## config.mk

```make
export PLATFORM = sky130hd
export DESIGN_NAME = cac_wsum_dec_seq
export DESIGN_NICKNAME = d
export VERILOG_FILES = /design/src/rtl/cac_wsum_dec_seq.sv
export SDC_FILE = /design/constraint.sdc
export NUM_CORES = 1
export LEC_CHECK = 0
export CAP_MARGIN = 10
export CORE_MARGIN = 2
export CORE_UTILIZATION = 43
export DETAILED_ROUTE_END_ITERATION = 16
export MAX_ROUTING_LAYER = met4
export PLACE_DENSITY = 0.67
export SLEW_MARGIN = 20
export SYNTH_ARGS = -nofsm -noshare
export SYNTH_HDL_FRONTEND = slang
export SYNTH_SLANG_ARGS = --single-unit
```

## constraint.sdc

```tcl
create_clock -name clk -period 2.8 [get_ports clk]
set_clock_uncertainty 0.1 [all_clocks]
set_input_delay 0.84 -clock clk [delete_from_list [all_inputs] [get_ports clk]]
set_output_delay 0.84 -clock clk [all_outputs]
set_load 0.02 [all_outputs]
```

## src/rtl/cac_wsum_dec_seq.sv

```systemverilog
// Multi-cycle weighted-sum decoder for crosstalk-avoidance codewords.
// One wire group is accumulated per cycle; the result is held until the sink accepts it.
module cac_wsum_dec_seq #(
  parameter int NG   = 4,
  parameter int GW   = 3,
  parameter int BLEN = 8,
  parameter logic [NG*GW*BLEN-1:0] WTAB = 96'h0C0B0A09_08070605_04030201
) (
  input  logic             clk,
  input  logic             rst_n,
  input  logic             in_valid,
  output logic             in_ready,
  input  logic [NG*GW-1:0] codein,
  output logic             out_valid,
  input  logic             out_ready,
  output logic [BLEN-1:0]  dataout,
  output logic             ovf,
  output logic             busy
);

  localparam int GRPW = (NG > 1) ? $clog2(NG) : 1;
  // Wide enough to hold GW full-scale weights without wrapping.
  localparam int PW   = BLEN + $clog2(GW + 1);

  localparam logic [1:0] IDLE = 2'd0;
  localparam logic [1:0] ACC  = 2'd1;
  localparam logic [1:0] DONE = 2'd2;

  logic [1:0]       state;
  logic [NG*GW-1:0] code_reg;
  logic [BLEN-1:0]  acc;
  logic             ovf_acc;
  logic [GRPW-1:0]  grp;

  logic [PW-1:0]    grp_part [NG];
  logic [PW-1:0]    part;
  logic [PW:0]      sum;
  logic             carry;
  logic             last;

  for (genvar gi = 0; gi < NG; gi++) begin : g_grp
    logic [PW-1:0] s;
    always_comb begin
      s = '0;
      for (int j = 0; j < GW; j++) begin
        if (code_reg[gi*GW+j])
          s = s + {{(PW-BLEN){1'b0}}, WTAB[(gi*GW+j)*BLEN +: BLEN]};
      end
    end
    assign grp_part[gi] = s;
  end

  always_comb begin
    part = '0;
    for (int g = 0; g < NG; g++) begin
      if (grp == GRPW'(g))
        part = grp_part[g];
    end
  end

  // Any bit at or above BLEN means the true sum no longer fits: carry out or oversized part.
  assign sum   = {1'b0, {(PW-BLEN){1'b0}}, acc} + {1'b0, part};
  assign carry = |sum[PW:BLEN];
  assign last  = (grp == GRPW'(NG-1));

  assign in_ready  = rst_n && (state == IDLE);
  assign out_valid = (state == DONE);
  assign busy      = (state != IDLE);

  always_ff @(posedge clk or negedge rst_n) begin
    if (!rst_n) begin
      state    <= IDLE;
      code_reg <= '0;
      acc      <= '0;
      ovf_acc  <= 1'b0;
      grp      <= '0;
      dataout  <= '0;
      ovf      <= 1'b0;
    end else begin
      case (state)
        IDLE: begin
          if (in_valid) begin
            code_reg <= codein;
            acc      <= '0;
            ovf_acc  <= 1'b0;
            grp      <= '0;
            state    <= ACC;
          end
        end
        ACC: begin
          acc     <= sum[BLEN-1:0];
          ovf_acc <= ovf_acc | carry;
          grp     <= grp + GRPW'(1);
          if (last) begin
            dataout <= sum[BLEN-1:0];
            ovf     <= ovf_acc | carry;
            state   <= DONE;
          end
        end
        DONE: begin
          if (out_ready)
            state <= IDLE;
        end
        default: state <= IDLE;
      endcase
    end
  end

endmodule
```

==> Yosys cells after proc, flatten, opt, wreduce, memory -nomap -nowiden <==
Cells that the tools add are included.
{ "word_totals": {"inputBits": 16, "ff_bits": 34, "n_memories": 0, "wordCells": 62, "latchBits": 0, "mem_bits_ro": 0, "ramBits": 0, "out_inout_bits": 12} }
{ "classes": {"n_shift": 0, "n_bitwise": 1, "reduce_logical": 10, "order_cmp": 0, "div": 0, "mul": 0, "add_sub_neg": 10, "eq_ne": 8, "muxes": 26} }
{ "op_table": {"columns": ["cell", "count"], "rows": [
  ["10-bit 2-to-1 mux", 12],
  ["10-bit by 4-bit adder with 10-bit output (second input constant)", 4],
  ["10-bit by 2-bit adder with 10-bit output (second input constant)", 2],
  ["10-bit by 3-bit adder with 10-bit output (second input constant)", 2],
  ["8-bit one-hot mux with 2 select lines", 1],
  ["8-bit by 10-bit adder with 11-bit output", 1],
  ["2-bit 2-to-1 mux", 4],
  ["8-bit 2-to-1 mux", 1],
  ["2-bit equality test (second input constant)", 3],
  ["3-bit 2-to-1 mux", 2],
  ["2-bit one-hot mux with 3 select lines", 1],
  ["2-bit AND reduction", 3],
  ["2-bit by 1-bit equality test with 1-bit output (second input constant)", 2],
  ["2-bit zero test", 2],
  ["4-bit 2-to-1 mux", 1],
  ["2-bit != test (second input constant)", 2],
  ["2-bit one-hot mux with 2 select lines", 1],
  ["2-bit nonzero test", 2],
  ["3-bit AND reduction", 1],
  ["3-bit OR reduction", 1],
  ["2-bit by 1-bit adder with 2-bit output (second input constant)", 1],
  ["1-bit 2-to-1 mux", 2],
  ["2-bit by 1-bit != test with 1-bit output (second input constant)", 1],
  ["1-bit one-hot mux with 2 select lines", 1],
  ["2 further kinds", 2]
]} }

==> Longest topological paths before layout <==
Gate-level depths: netlist of the first run.
{ "depth": {"ltp_word": 13, "depth_mapped": 15, "mapped_depth_nobuf": 15} }

==> Worst setup path before layout of the first run <==
Ideal clock, no wire load.
{ "synth_timing": {"path_type": "reg-to-reg", "startpoint": "register grp[1]", "endpoint": "register dataout[6]", "t_required_ns": 2.604, "stages_incl_launch_ff": 16, "path_buffers": 0, "setup_slack_ns": 0.043, "t_arrival_ns": 2.562, "synth_period_minus_slack_ns": 2.757, "setup_time_ns": 0.096, "cell_sequence": "dfrtp_1 -> inv_1 -> ha_1 -> nor2b_1 -> a221oi_1 -> a21oi_1 -> nor2_1 -> a21oi_1 -> ha_1 -> inv_1 -> fa_1 -> nor2b_4 -> o31a_1 -> o21a_1 -> o21a_1 -> o31ai_1"} }
{ "synth_via": {"elab_chain_cells": 6, "elab_cells_between_ends": 10, "classes_between": "1 x add/sub; 3 x eq/ne; 4 x mux; 2 x reduce/logical"} }
{ "synth_lines": {"columns": ["item", "line_no", "text"], "rows": [
  ["start, declared", "33", "logic [GRPW-1:0] grp;"],
  ["start signal, assigned", "93", "grp <= grp + GRPW'(1);"],
  ["2-bit zero test", "56", "if (grp == GRPW'(g))"],
  ["10-bit 2-to-1 mux (4 in series)", "56", null],
  ["8-bit by 10-bit adder with 11-bit output", "62", "assign sum = {1'b0, {(PW-BLEN){1'b0}}, acc} + {1'b0, part};"],
  ["end signal, assigned", "95", "dataout <= sum[BLEN-1:0];"],
  ["end, declared", "16", "output logic [BLEN-1:0] dataout,"]
]} }
Several ways; a longest one is shown, not always the timed one.
A chain may end at the register's enable or synchronous reset.

==> Worst setup path after layout of the first run <==
{ "layout_timing": {"startpoint": "register grp[0]", "endpoint": "register acc[6]"} }
{ "layout_via": {"elab_chain_cells": 7, "elab_cells_between_ends": 10, "classes_between": "1 x add/sub; 3 x eq/ne; 5 x mux; 1 x reduce/logical"} }
{ "layout_lines": {"columns": ["item", "line_no", "text"], "rows": [
  ["2-bit zero test", "56", null],
  ["10-bit 2-to-1 mux (3 in series)", "56", null],
  ["10-bit 2-to-1 mux *", "56", null],
  ["8-bit by 10-bit adder with 11-bit output *", "62", null],
  ["8-bit one-hot mux with 2 select lines *", "80", "case (state)"],
  ["end signal, assigned", "91", "acc <= sum[BLEN-1:0];"],
  ["end, declared", "31", "logic [BLEN-1:0] acc;"]
]} }
Mark *: on every way between the ends. The rest lies on a longest branch, timed or not.

==> qor.yml, run 1 <==
timing:
  period_share: 1.01
  min_period_ns: 2.83
  setup_violations: 2
  maxSlewHeadroom: 0.564
  tightest_slew_ns: 0.653
  hold_viol: 0
  slew_viol_final: 0
  rsz0062_at_grt: "yes"
  fmax_mhz: 353
  setup_slack_ns: -0.0342
placed_design:
  port_buffers: 27
  gp_congestion: 0.794
  dp_hpwl_mm: 2.75
  dp.cells: 280
finish:
  area_growth_pct: 35.1
  insertedDiodeCount: 0
  drive_gt1_frac: 0.273
  largest_reg_flops: 12
  fin_util: 0.607
  nets: 274
  nFillCells: 363
  layoutNonFillerInstCount: 290
hold_path:
  hold_class: "reg2reg"
clock_tree:
  cts_made_buffers: 5
  clk_pin_slew_worst_paths_ns: 0.07
  clock_sinks: 34
  htreeDepth: 2
  cts-root-buf: "clkbuf_8"
  cts_tree: "built"
  cts_buffer_depth: 2
  clock_latency_ns: 0.28
routing:
  initialDrtViolationCount: 74
  vias_per_cell: 5.34
  drtAntennaViolNets: 0
  drcViolationCount: 0
  num_vias: 1548
  finalWirelength_mm: 4.22
  avgRoutedWirePerCell_um: 14.6
  firstDrtPassIters: 5
synth:
  synth_edf_count: 0
  synth_ff_type: "dfrtp_1"
  synth_top_cells_by_area: "dfrtp_1, ha_1, mux2_2"
  ys_types: 30
  syn_nets: 231
  synth.cell_area_mm2: 0.00196
  synthTopCellsByCount: "dfrtp_1, nand2_1, ha_1, inv_1, o21ai_0"
  synth-seq-area-share: 0.435
  synthMuxAreaShare: 0.0960
  synth_fa_ha_area_frac: 0.125
  synth_area_leader_cell: "dfrtp_1"
  syn_inst: 196
  syn_area_per_cell_um2: 9.98
  synth_xor_area_frac: 0.0269
  yosys.area_share.simple: 0.129
  synth_seq_cells: 34
  synth_top_area_share: 0.435
  synthArstFlopShare: 1.00
  synth_top_family_by_area: "compound AO/OA/AOI/OAI gates"
  synth_compound_area_frac: 0.143
  yosys_warnings: 0
  synth_most_common_cell: "dfrtp_1"
floorplan:
  io_pins: 28
  die_w_um: 71.4
  rows: 24
  start_util: 0.449
  die-height_um: 71.4
  core_mm2: 0.00435
  die_area_mm2: 0.00510
global_route:
  grt_pass1_vias: 1525
  overflow: 0
  track_usage: 0.186
  grt_pass1_wl_mm: 7.10
  antenna_found_initial: 0
  grt_max_degree: 35
setup_path:
  crit_path_top_delay_cell: "dfrtp_1"
  path_class: "reg2reg"
  critical_path.cell_chain: "inv_2, buf_4, ha_4, buf_6, buf_4, o21ai_0, nor2_1, a21oi_2, ha_1, o21a_1, o31a_1, o21a_1, o21a_1, o31ai_1"
  timing.critical_path.mode_cell: "o21a_1"
  cp-start-kind: "flip-flop"
  crit_path_max_incr_delay_ns: 0.41
  crit_family: "compound AO/OA/AOI/OAI gates"
  end_kind: "flip-flop"
  crit_buf_inv: 4
  cp.required_ns: 2.89
  r2r_slack_ns: -0.03
  cp_max_fo: 6
  worstPathArrival_ns: 2.93
pwr:
  p_leak_nw: 1.19
  ir_drop_v: 0.000628
  p_per_area_mw_per_mm2: 1360
outcome:
  violations: "negative setup slack"
  status: "finished, violations left"
flow_run:
  drv_cap: 0
[logic make-up after synthesis]
family | count (synthesis)
fa+ha+maj | 19
xor+xnor | 6
compound gates | 45
mux | 17
buf+inv | 23
flops | 34
simple gates | 52
[repair_timing]
action | in CTS | in global routing
hold buffers | 0 | 0
gates resized for setup | 26 | 18
setup endpoints to repair | 6 | 11
pin swaps | 9 | 16
buffers inserted | 3 | 1
[cells in the final DEF, fill, tap and decap left out, types with 2 or more instances in the layout]
cell type,count
dfrtp_1,34
clkdlybuf4s50_1,26
nand2_1,19
o21ai_0,14
mux2_2,13
inv_1,12
nand3_1,12
ha_1,12
buf_4,12
nor2_1,7
a21oi_2,6
clkbuf_8,6
o211ai_1,5
inv_2,4
xor2_1,4
o31ai_1,4
ha_4,4
buf_6,4
mux2i_1,3
a21oi_1,3
nor2b_4,3
o21a_1,3
o21ai_1,2
a221oi_2,2
nor3_2,2
a21o_1,2
nor2b_1,2
and2_1,2
nand2b_1,2
ha_2,2
[where the power goes]
part	internal, mW	total [mW]	switching, mW
Clock	0.189	0.350	0.161
Sequential	0.725	0.921	0.196
Combinational	1.13	2.32	1.18
[worst paths after layout]
check	cells after the start	to	start
max	14	acc[6]	grp[0]
min	2	dataout[1]	dataout[1]
max reg2reg	14	acc[6]	grp[0]
min reg2reg	2	dataout[1]	dataout[1]
max in group asynchronous	2	acc[3]	rst_n
min in group asynchronous	2	ovf	rst_n
[area by class of cell]
| class | instances | area, µm² | area share |
|---|---|---|---|
| multi-input combinational | 139 | 1180 | 0.448 |
| sequential | 34 | 851 | 0.322 |
| timing repair buffer | 43 | 400 | 0.152 |
| clock buffer | 6 | 82.6 | 0.0313 |
| tap | 52 | 65.1 | 0.0246 |
| inverter | 16 | 60.1 | 0.0227 |
[routing by layer]
metal / track usage / routed length [µm] / vias to the layer above
li1: - / - / 766
met1: 0.235 / 1950 / 745
met2: 0.291 / 2090 / 31
met3: 0.0436 / 133 / 6
met4: 0.0713 / 51 / 0
met5: - / 0 / -
[worst register-to-register path: stages (launching register included)]
cell and delay (ns):
dfrtp_1 0.41, inv_2 0.07, buf_4 0.14, ha_4 0.16, buf_6 0.13, buf_4 0.14, o21ai_0 0.17, nor2_1 0.08
a21oi_2 0.14, ha_1 0.30, o21a_1 0.19, o31a_1 0.11, o21a_1 0.21, o21a_1 0.19, o31ai_1 0.21
[through the flow]
step,cell area [µm²],hold WS [ns],setup slack [ns],setup TNS [ns],total power [mW]
floorplan,1960,0.348,0.0428,0,2.18
global placement,2350,0.359,-0.274,-0.288,2.71
detailed placement,2350,0.374,-0.276,-0.452,2.78
CTS,2560,0.388,-0.00649,-0.00649,3.35
global route,2640,0.399,-0.191,-0.999,3.92
finish,2640,0.381,-0.0342,-0.0479,3.59
Note: power is estimated with default switching activity, not from simulation.
==> run 2: changes to the inputs <==
- GPL_ROUTABILITY_DRIVEN: unset -> 0
- GPL_TIMING_DRIVEN: unset -> 1
- PLACE_DENSITY: 0.67 -> 0.64
- clock period: 2.8 -> 2.7 ns (I/O delays scaled with it)
==> qor.yml, run 2 (same netlist as run 1, synthesis figures left out) <==
finish:
  insertedDiodeCount: 0  # unchanged
  drive_gt1_frac: 0.265  # was 0.273
  area_growth_pct: 33.7  # was 35.1%
  mostFrequentLayoutCell: "dfrtp_1"  # unchanged
  final_cell_mix: "dfrtp_1, clkdlybuf4s50_1, buf_4, nand2_1, o21ai_0"  # was dfrtp_1, clkdlybuf4s50_1, nand2_1, o21ai_0, mux2_2
  nets: 279  # was 274
  largest_reg_flops: 12  # unchanged
  fin_util: 0.600  # was 0.607
placed_design:
  preCtsSetupSlack_ns: -0.324  # was -0.276 ns
  port_buffers: 27  # unchanged
  dp_hpwl_mm: 2.79  # was 2.75 mm
routing:
  vias_per_cell: 5.15  # was 5.34
  initialDrtViolationCount: 47  # was 74
  finalWirelength_mm: 3.91  # was 4.22 mm
  drcViolationCount: 0  # unchanged
  drtAntennaViolNets: 0  # unchanged
  firstDrtPassIters: 4  # was 5
  num_vias: 1529  # was 1548
  avgRoutedWirePerCell_um: 13.2  # was 14.6 µm
pwr:
  p_int_mw: 2.07  # was 2.05 mW
  pwr-share-comb: 0.628  # was 0.646
  seqPwrFrac: 0.264  # was 0.257
  p_leak_nw: 1.20  # was 1.19 nW
  p_per_area_mw_per_mm2: 1360  # about the same
  p_sw_frac: 0.416  # was 0.429
  p_clk_frac: 0.108  # was 0.098
  ir_drop_v: 0.000570  # was 0.000628 V
  switching_power_mw: 1.48  # was 1.54 mW
floorplan:
  die_w_um: 71.4  # unchanged
  core_mm2: 0.00435  # unchanged
  rows: 24  # unchanged
  start_util: 0.449  # unchanged
  die-height_um: 71.4  # unchanged
  die_area_mm2: 0.00510  # unchanged
  io_pins: 28  # unchanged
timing:
  min_period_ns: 2.85  # was 2.83 ns
  tightest_slew_ns: 0.674  # was 0.653 ns
  slew_viol_final: 0  # unchanged
  tns_ns: -0.497  # was -0.0479 ns
  rsz0062_at_grt: "yes"  # unchanged
  hold_viol: 0  # unchanged
  period_share: 1.06  # was 1.01
  setup_slack_ns: -0.152  # was -0.0342 ns
  setup_violations: 7  # was 2
  maxSlewHeadroom: 0.551  # was 0.564
  fmax_mhz: 351  # was 353 MHz
setup_path:
  crit_path_top_delay_cell: "dfrtp_1"  # unchanged
  crit_buf_inv: 2  # was 4
  end_kind: "flip-flop"  # unchanged
  crit_path_max_incr_delay_ns: 0.43  # was 0.41 ns
  crit_family: "compound AO/OA/AOI/OAI gates"  # unchanged
  path_class: "reg2reg"  # unchanged
  cp-start-kind: "flip-flop"  # unchanged
  cp_max_fo: 3  # was 6
  worstPathArrival_ns: 2.93  # about the same
  critical_path.cell_chain: "inv_2, ha_4, nor2b_4, buf_4, a221oi_1, o31ai_2, ha_1, nor2b_4, o31a_1, o21a_1, o21a_1, o31ai_1"  # was inv_2, buf_4, ha_4, buf_6, buf_4, o21ai_0, nor2_1, a21oi_2, ha_1, o21a_1, o31a_1, o21a_1, o21a_1, o31ai_1
  cp.required_ns: 2.78  # was 2.89 ns
global_route:
  grt_pass1_wl_mm: 7.04  # was 7.10 mm
  grt_max_degree: 35  # unchanged
  overflow: 0  # unchanged
  antenna_found_initial: 0  # unchanged
  grt_pass1_vias: 1525  # unchanged
  track_usage: 0.180  # was 0.186
clock_tree:
  cts_made_buffers: 5  # unchanged
  cts_tree: "built"  # unchanged
  clock_latency_ns: 0.28  # about the same
  cts-root-buf: "clkbuf_8"  # unchanged
  ctsHoldBuffers: 0  # unchanged
  htreeDepth: 2  # unchanged
  cts_buffer_depth: 2  # unchanged
  clk_pin_slew_worst_paths_ns: 0.07  # about the same
  clock_sinks: 34  # unchanged
outcome:
  status: "finished, violations left"  # unchanged
  violations: "negative setup slack"  # unchanged
hold_path:
  hold_class: "reg2reg"  # unchanged
flow_run:
  drv_cap: 0  # unchanged
==> run 2: routing by layer <==
layer | vias to the layer above | track usage | routed length (µm) | part of all wire
li1 | 777 | - | - | -
met1 | 716 | 0.254 | 1950 | 0.50
met2 | 29 | 0.260 | 1790 | 0.46
met3 | 7 | 0.0408 | 121 | 0.031
met4 | 0 | 0.0524 | 51 | 0.013
met5 | - | - | 0 | 0
==> run 2: power by group through the flow <==
stage                     clock (mW)  combinational (mW)  sequential, mW
final                          0.384                2.23           0.938
after global routing           0.424                2.53           0.971
after CTS                      0.398                2.12           0.930
after detailed placement           0                2.02           0.932
after global placement             0                1.97           0.927
after floorplan                    0                1.31           0.976
==> run 2: area by class of cell <==
cell class | count | area [µm²]
clock buffer | 7 | 86.3
clock inverter | 1 | 5.00
fill | 367 | 1740
inverter | 16 | 60.1
multi-input combinational | 139 | 1120
sequential | 34 | 851
tap | 52 | 65.1
timing repair buffer | 48 | 423
==> run 2: path summary, 6_finish.rpt <==
check | slack, ns | depth (start not counted) | to | from
setup / recovery | -0.15 | 12 | dataout[6] | grp[0]
max in group asynchronous | 1.21 | 2 | code_reg[5] | rst_n
hold / removal | 0.38 | 2 | dataout[5] | dataout[5]
setup reg to reg | -0.15 | 12 | dataout[6] | grp[0]
hold reg to reg | 0.38 | 2 | dataout[5] | dataout[5]
min in group asynchronous | 0.98 | 2 | ovf | rst_n
==> run 2: what timing repair did <==
item,4_1_cts,5_1_grt
gates resized for setup,12,12
endpoints found under the setup margin,8,13
setup buffers,2,2
pin swaps,5,3
==> run 2: tightest hold or removal path, stage by stage, from the launching register on <==
cell and delay [ns]:
dfrtp_1 0.34, nand2_1 0.04, o21ai_0 0.06
==> run 2: metrics by stage <==
step           power [mW]  area, µm²  std cells  hold slack, ns
2_1_floorplan        2.28       1960        196           0.348
3_3_place_gp         2.89       2400        285           0.359
3_5_place_dp         2.95       2400        285           0.369
4_1_cts              3.45       2540        295           0.385
5_1_grt              3.92       2610        297           0.399
6_report             3.55       2610        297           0.378
==> run 3: changes to the inputs <==
- PLACE_DENSITY: 0.64 -> 0.67
- SETUP_SLACK_MARGIN: unset -> 0.1
- clock period: 2.7 -> 2.4 ns (I/O delays scaled with it)
==> qor.yml, run 3 (same netlist as run 1, synthesis figures left out) <==
outcome:
  status: "finished, violations left"  # unchanged
  violations: "negative setup slack"  # unchanged
clock_tree:
  htreeDepth: 2  # unchanged
  cts_tree: "built"  # unchanged
  cts_buffer_depth: 2  # unchanged
  cts-root-buf: "clkbuf_8"  # unchanged
  clock_latency_ns: 0.29  # was 0.28 ns
  clock_sinks: 34  # unchanged
  clk_pin_slew_worst_paths_ns: 0.08  # was 0.07 ns
  cts_made_buffers: 5  # unchanged
  ctsHoldBuffers: 0  # unchanged
setup_path:
  end_kind: "flip-flop"  # unchanged
  crit_start: "grp[0]"  # unchanged
  r2r_slack_ns: -0.38  # was -0.15 ns
  cp.required_ns: 2.50  # was 2.78 ns
  worstReg2RegEnd: "acc[6]"  # was dataout[6]
  path_class: "reg2reg"  # unchanged
  cp-start-kind: "flip-flop"  # unchanged
  rr_worst_depth: 11  # was 12
  cp_max_fo: 5  # was 3
  worstSetupEndpoint: "acc[6]"  # was dataout[6]
  reg2reg_from: "grp[0]"  # unchanged
  worstPathArrival_ns: 2.88  # was 2.93 ns
routing:
  initialDrtViolationCount: 82  # was 47
  vias_per_cell: 5.17  # was 5.15
  wl_met2_mm: 1.90  # was 1.79 mm
  maxUsedRoutingLayer: "met4"  # unchanged
  drcViolationCount: 0  # unchanged
  firstDrtPassIters: 4  # unchanged
  num_vias: 1572  # was 1529
  drtAntennaViolNets: 0  # unchanged
  met3_length_um: 167  # was 121 µm
  avgRoutedWirePerCell_um: 13.3  # was 13.2 µm
  finalWirelength_mm: 4.05  # was 3.91 mm
  wirelength_met1_mm: 1.91  # was 1.95 mm
global_route:
  grt_pass1_wl_mm: 6.63  # was 7.04 mm
  antenna_found_initial: 0  # unchanged
  grt_pass1_vias: 1483  # was 1525
  overflow: 0  # unchanged
  track_usage: 0.172  # was 0.180
  grt_max_degree: 35  # unchanged
floorplan:
  io_pins: 28  # unchanged
  core_mm2: 0.00435  # unchanged
  start_util: 0.449  # unchanged
  rows: 24  # unchanged
  die_area_mm2: 0.00510  # unchanged
  die_w_um: 71.4  # unchanged
  die-height_um: 71.4  # unchanged
timing:
  min_period_ns: 2.78  # was 2.85 ns
  rsz0062_at_grt: "yes"  # unchanged
  tightest_slew_ns: 0.699  # was 0.674 ns
  fmax_mhz: 360  # was 351 MHz
  setup_violations: 14  # was 7
  period_share: 1.16  # was 1.06
  hold_viol: 0  # unchanged
  setup_slack_ns: -0.378  # was -0.152 ns
  slew_viol_final: 0  # unchanged
  maxSlewHeadroom: 0.534  # was 0.551
pwr:
  ir_drop_v: 0.000804  # was 0.000570 V
  p_leak_nw: 1.25  # was 1.20 nW
  p_per_area_mw_per_mm2: 1580  # was 1360 mW/mm²
  p_total_mw: 4.29  # was 3.55 mW
finish:
  insertedDiodeCount: 0  # unchanged
  area_growth_pct: 39.0  # was 33.7%
  drive_gt1_frac: 0.282  # was 0.265
  mostFrequentLayoutCell: "dfrtp_1"  # unchanged
  nets: 286  # was 279
  final_cell_mix: "dfrtp_1, buf_4, clkdlybuf4s50_1, nand2_1"  # was dfrtp_1, clkdlybuf4s50_1, buf_4, nand2_1, o21ai_0
  layoutNonFillerInstCount: 304  # was 297
  largest_reg_flops: 12  # unchanged
hold_path:
  hold_depth: 2  # unchanged
  hold_class: "reg2reg"  # unchanged
flow_run:
  drv_cap: 0  # unchanged
placed_design:
  dp_hpwl_mm: 2.73  # was 2.79 mm
  dp.cells: 291  # was 285
  port_buffers: 27  # unchanged
run 3: worst min path at each step:
stage | to | start | slack [ns]
final | dataout[6] | dataout[6] | 0.38
after CTS | dataout[6] | dataout[6] | 0.39
after detailed placement | dataout[6] | dataout[6] | 0.37
after global placement | dataout[1] | dataout[1] | 0.36
after floorplan | acc[0] | rst_n | 0.32
after global routing | dataout[1] | dataout[1] | 0.41
run 3: through the flow:
stage	TNS [ns]	utilization	hold WS (ns)	setup WS (ns)	cell area, µm²
6_report	-3.50	0.624	0.383	-0.378	2720
2_1_floorplan	-1.19	-	0.324	-0.285	1990
3_3_place_gp	-3.47	0.570	0.363	-0.372	2480
3_5_place_dp	-3.87	0.570	0.370	-0.427	2480
5_1_grt	-5.76	0.624	0.405	-0.557	2720
4_1_cts	-2.87	0.608	0.388	-0.333	2650
run 3: critical path, cell delays in order, from the launching register on:
cell and delay [ns]:
dfrtp_1 0.43, buf_6 0.14, ha_4 0.17, buf_4 0.13
a221oi_2 0.25, o31ai_1 0.11, ha_1 0.33, nor2b_4 0.15
o31a_1 0.24, o21a_1 0.21, o21a_1 0.19, o31ai_1 0.23
run 3: metal layers:
layer,vias to the layer above,GRT usage
met5,-,-
met1,735,0.231
met2,32,0.251
li1,797,-
met3,8,0.0436
met4,0,0.0650
run 3: final cells by class:
type / count / area, µm²
fillers: 358 / 1640
inverters: 16 / 60.1
multi-input cells: 139 / 1130
clock inverters: 3 / 45.0
repair buffers: 55 / 494
flip-flops and latches: 34 / 851
well taps: 52 / 65.1
clock buffers: 5 / 68.8
run 3: where the power goes:
part | leakage (nW) | switching, mW | internal [mW]
combinational | 0.780 | 1.35 | 1.36
sequential | 0.424 | 0.189 | 0.844
clock | 0.0504 | 0.237 | 0.309
total | 1.25 | 1.78 | 2.51
run 3: timing repair:
item	4_1_cts	5_1_grt
setup buffers	2	3
endpoints found under the setup margin	17	17
pin swaps	13	8
resized for setup	16	11
gates cloned	0	0
